[src/rtl/logic_unit_pipe.sv]
// Two-stage valid/ready bitwise logic unit with a chainable accumulator and zero/parity flags.
// Stage 1 holds the accepted operands; stage 2 holds the computed result.
module logic_unit_pipe #(
    parameter int unsigned      WIDTH    = 8,
    parameter logic [WIDTH-1:0] ACC_INIT = '0
) (
    input  logic             clk,
    input  logic             rst,
    input  logic             in_valid,
    output logic             in_ready,
    input  logic [2:0]       op,
    input  logic             chain,
    input  logic             acc_clr,
    input  logic [WIDTH-1:0] a,
    input  logic [WIDTH-1:0] b,
    output logic             out_valid,
    input  logic             out_ready,
    output logic [WIDTH-1:0] v,
    output logic             zero,
    output logic             parity
);

    typedef enum logic [2:0] {
        OP_AND  = 3'd0,
        OP_OR   = 3'd1,
        OP_NOT  = 3'd2,
        OP_XOR  = 3'd3,
        OP_NAND = 3'd4,
        OP_NOR  = 3'd5,
        OP_XNOR = 3'd6,
        OP_PASS = 3'd7
    } op_e;

    typedef struct packed {
        op_e              op;
        logic             chain;
        logic [WIDTH-1:0] a;
        logic [WIDTH-1:0] b;
    } s1_t;

    logic             s1_valid;
    s1_t              s1_q;
    logic [WIDTH-1:0] acc;
    logic             s1_adv;
    logic             in_fire;
    logic [WIDTH-1:0] b_eff;
    logic [WIDTH-1:0] res;

    // S1 drains whenever S2 is empty or retiring this cycle; in_ready never looks at in_valid.
    assign s1_adv   = s1_valid && (!out_valid || out_ready);
    assign in_ready = !rst && (!s1_valid || s1_adv);
    assign in_fire  = in_valid && in_ready;

    // Result of the beat sitting in S1, using the accumulator as of this cycle.
    always_comb begin
        b_eff = s1_q.chain ? acc : s1_q.b;
        res   = s1_q.a;
        unique case (s1_q.op)
            OP_AND:  res = s1_q.a & b_eff;
            OP_OR:   res = s1_q.a | b_eff;
            OP_NOT:  res = ~s1_q.a;
            OP_XOR:  res = s1_q.a ^ b_eff;
            OP_NAND: res = ~(s1_q.a & b_eff);
            OP_NOR:  res = ~(s1_q.a | b_eff);
            OP_XNOR: res = ~(s1_q.a ^ b_eff);
            OP_PASS: res = s1_q.a;
        endcase
    end

    always_ff @(posedge clk) begin
        if (rst) begin
            s1_valid  <= 1'b0;
            s1_q      <= '0;
            out_valid <= 1'b0;
            v         <= '0;
            zero      <= 1'b1;
            parity    <= 1'b0;
            acc       <= ACC_INIT;
        end else begin
            if (in_fire) begin
                s1_valid <= 1'b1;
                s1_q     <= '{op: op_e'(op), chain: chain, a: a, b: b};
            end else if (s1_adv) begin
                s1_valid <= 1'b0;
            end

            if (s1_adv) begin
                out_valid <= 1'b1;
                v         <= res;
                zero      <= (res == '0);
                parity    <= ^res;
            end else if (out_ready) begin
                out_valid <= 1'b0;
            end

            // A clear in the same cycle as an advance wins the accumulator update.
            if (acc_clr) begin
                acc <= ACC_INIT;
            end else if (s1_adv) begin
                acc <= res;
            end
        end
    end

endmodule

[config.mk]
export PLATFORM = sky130hd
export DESIGN_NAME = logic_unit_pipe
export DESIGN_NICKNAME = d
export VERILOG_FILES = /design/src/rtl/logic_unit_pipe.sv
export SDC_FILE = /design/constraint.sdc
export NUM_CORES = 1
export LEC_CHECK = 0
export BUFFER_PORTS_ARGS = -buffer_cell sky130_fd_sc_hd__clkbuf_2
export CELL_PAD_IN_SITES_DETAIL_PLACEMENT = 0
export CELL_PAD_IN_SITES_GLOBAL_PLACEMENT = 2
export CORE_AREA = 8 8 95 97
export CTS_BUF_LIST = sky130_fd_sc_hd__clkbuf_16
export CTS_CLUSTER_DIAMETER = 50
export DETAILED_ROUTE_END_ITERATION = 6
export DIE_AREA = 0 0 103 105
export PLACE_DENSITY = 0.88
export SLEW_MARGIN = 20
export SYNTH_ARGS = -nofsm -noshare
export SYNTH_HDL_FRONTEND = slang
export SYNTH_SLANG_ARGS = --single-unit
[constraint.sdc]
create_clock -name clk -period 3 [get_ports clk]
set_input_delay 0.45 -clock clk [delete_from_list [all_inputs] [get_ports clk]]
set_output_delay 0.45 -clock clk [all_outputs]
set_load 0.01 [all_outputs]
==> flow_summary_export.csv <==
group,metric,value,unit
outcome,status,"finished clean",
cts,path_clk_slew,60,ps
critical_path,reg2reg_from,"s1_q[16]",
critical_path,timing.rr.end,"parity",
synth,syn_inst,299,
hold_path,min_path_type,"in2reg",
critical_path,r2r_slack,220,ps
cts,htree_num_levels,2,
finish,fill_cells,802,
synth,avgSynthCellArea,8.40,um2
timing,min_period,2780,ps
finish,diodes,0,
finish,area_delta_synth_final,18.6,%
cts,cts_buffers,5,
cts,postCtsSetupRepairBufs,0,
timing,setup_violations,0,
floorplan,die_area,10800,um2
grt,groute.usage.overall,0.119,
power_and_ir_drop,total_power,1.61,mW
synth,synth_seq_cells,40,
grt,grt_pass1_vias,2059,
timing,final.setup_skew,3.57,ps
floorplan,start_util,0.334,
power_and_ir_drop,powerDensity,539,nW/um2
timing,max_freq,360,MHz
hold_path,holdPathEnd,"s1_q[11]",
power_and_ir_drop,p_leak,1.28,nW
cts,cts.sinks,40,
route,first_pass_iters,4,
critical_path,worst_ep_required_time,3210,ps
synth,syn_area,2510,um2
power_and_ir_drop,ir_worst_vdd,0.214,mV
placed_design,hpwl,4.48,mm
timing,finalHoldViolCount,0,
critical_path,critPathKind,"reg2reg",
placed_design,io_buffers,36,
hold_path,holdPathStages,3,
finish,drive_gt1_frac,0.246,
synth,ys_seq_area_frac,0.319,
critical_path,r2r_cells,10,
floorplan,ios,37,
grt,grt_remaining_overflow,0,
critical_path,worst-path-max-fanout,5,
timing,final_max_slew_viol_count,0,
synth,synth_top_flop_cell,"dfxtp_1",
floorplan,rows,32,
cts,clock_latency,290,ps
grt,antenna_found_initial,0,
cts,cts_resized,0,
floorplan,core,7530,um2
route,drtAntennaViolNets,0,
cts,cts_max_path_buffers,2,
synth,yosysWarnings,0,
cts,cts_hold_buffers,0,
critical_path,cp-start-kind,"register",
synth,synthArstFlopShare,0,
cts,cts_tree,"yes",
grt,grt_max_degree,41,
critical_path,cp-end-kind,"register",
route,routed_wl,6.03,mm
synth,synth-edff-count,0,
route,via_count,2066,
route,drt-wirelength-per-cell,13.9,um
route,viasPerCell,4.75,
synth,yosysUniqueCellTypes,33,
timing,rsz0062_at_grt,"no",
cts,cts-root-buf,"clkbuf_16",
timing,relSlewSlack,0.429,
timing,tns,0,ps
finish,fin_nets,377,
route,drt_iter0_drc,106,
timing,period_share,0.926,
hold_path,hold_path.startpoint,"a[3]",
route,drc_errors,0,
timing,worst_slew_pin_slew,856,ps
synth,syn-num-nets,344,
placed_design,place.gp.congestion,0.796,
grt,grt_first_pass_wirelength,10.3,mm
job,drv_cap,0,
critical_path,cp-startpoint,"s1_q[16]",
critical_path,cp.arrival,2980,ps
floorplan,fp.dieH,105,um
floorplan,fp.dieW,103,um
-- how the worst max path moves through the flow --
| stage | endpoint | slack [ps] | cells past startpoint |
|---|---|---|---|
| after floorplan | parity | 250 | 10 |
| after global placement | parity | 250 | 10 |
| after detailed placement | parity | 250 | 10 |
| after CTS | parity | 210 | 10 |
| after global routing | parity | 20 | 10 |
| final | parity | 220 | 10 |
-- registers in the layout, indices dropped and copies added, names as in the netlist --
| name | count |
|---|---|
| s1_q | 20 |
| acc | 8 |
| v | 8 |
| out_valid | 1 |
| parity | 1 |
| s1_valid | 1 |
| zero | 1 |
-- through the flow --
step	instances	setup WS, ps	cell area, um2	hold slack, ps	utilization
after floorplan	299	252	2510	441	-
after global placement	427	254	2810	461	0.373
after detailed placement	427	247	2810	465	0.373
after CTS	435	206	2980	352	0.396
after global routing	435	21.0	2980	373	0.396
final	435	221	2980	351	0.396
-- placed cells by master (no fill, tap or decap), types with 5 or more instances in the layout --
| master | n |
|---|---|
| dfxtp_1 | 40 |
| clkbuf_2 | 36 |
| nand2_1 | 33 |
| o21ai_0 | 25 |
| nand2b_1 | 20 |
| ha_1 | 20 |
| a21oi_1 | 18 |
| inv_1 | 18 |
| nor2_1 | 14 |
| mux2i_1 | 12 |
| buf_4 | 12 |
| nor2b_1 | 11 |
| o31ai_1 | 9 |
| a211oi_2 | 7 |
| or2_2 | 5 |
| clkbuf_16 | 5 |
-- where the power goes --
group	total [mW]	internal (mW)	switching (mW)
Clock	0.628	0.395	0.233
Sequential	0.607	0.568	0.0387
Combinational	0.370	0.185	0.186
Total	1.61	1.15	0.457
-- worst max-delay path, stage by stage (launching register included) --
cell and delay, ps:
dfxtp_1 470, buf_4 210, mux2i_1 270, ha_1 300
and2b_1 160, o21ai_0 230, a41oi_2 230, ha_1 350
xnor2_1 140, xnor2_1 120, a211oi_1 210
-- cell usage after synthesis (7+ instances only) --
library cell | instances | share of area
a211oi_2 | 7 | 0.035
nor2b_1 | 12 | 0.030
nor2_1 | 14 | 0.021
a21oi_1 | 18 | 0.036
inv_1 | 18 | 0.027
buf_2 | 10 | 0.020
o31ai_1 | 9 | 0.027
mux2i_1 | 12 | 0.048
nand2_1 | 33 | 0.049
clkbuf_1 | 7 | 0.010
dfxtp_1 | 40 | 0.32
nand2b_1 | 20 | 0.050
ha_1 | 20 | 0.10
o21ai_0 | 25 | 0.050
-- area by class of cell --
cell class                      count  area, um2  share of cell area
Tap cell                          102        128              0.0428
Timing Repair Buffer               48        270              0.0907
Clock buffer                        5        125              0.0420
Clock inverter                      3       46.3              0.0155
Multi-Input combinational cell    219       1540               0.517
Inverter                           18       67.6              0.0227
Sequential cell                    40        801               0.269
-- cell families after synthesis --
family | synth area share
flops | 0.319
compound gates | 0.212
mux | 0.0657
xor+xnor | 0.0105
buf+inv | 0.0737
fa+ha+maj | 0.0996
simple gates | 0.220
-- layer usage --
layer,routed length [um],vias to the layer above,global-route usage,part of all wire
li1,-,1087,-,-
met1,3050,949,0.160,0.51
met2,2750,23,0.182,0.46
met3,148,7,0.0212,0.025
met4,78,0,0.0434,0.013
met5,0,-,0,0
No activity file was read; power rests on OpenSTA's default activity.
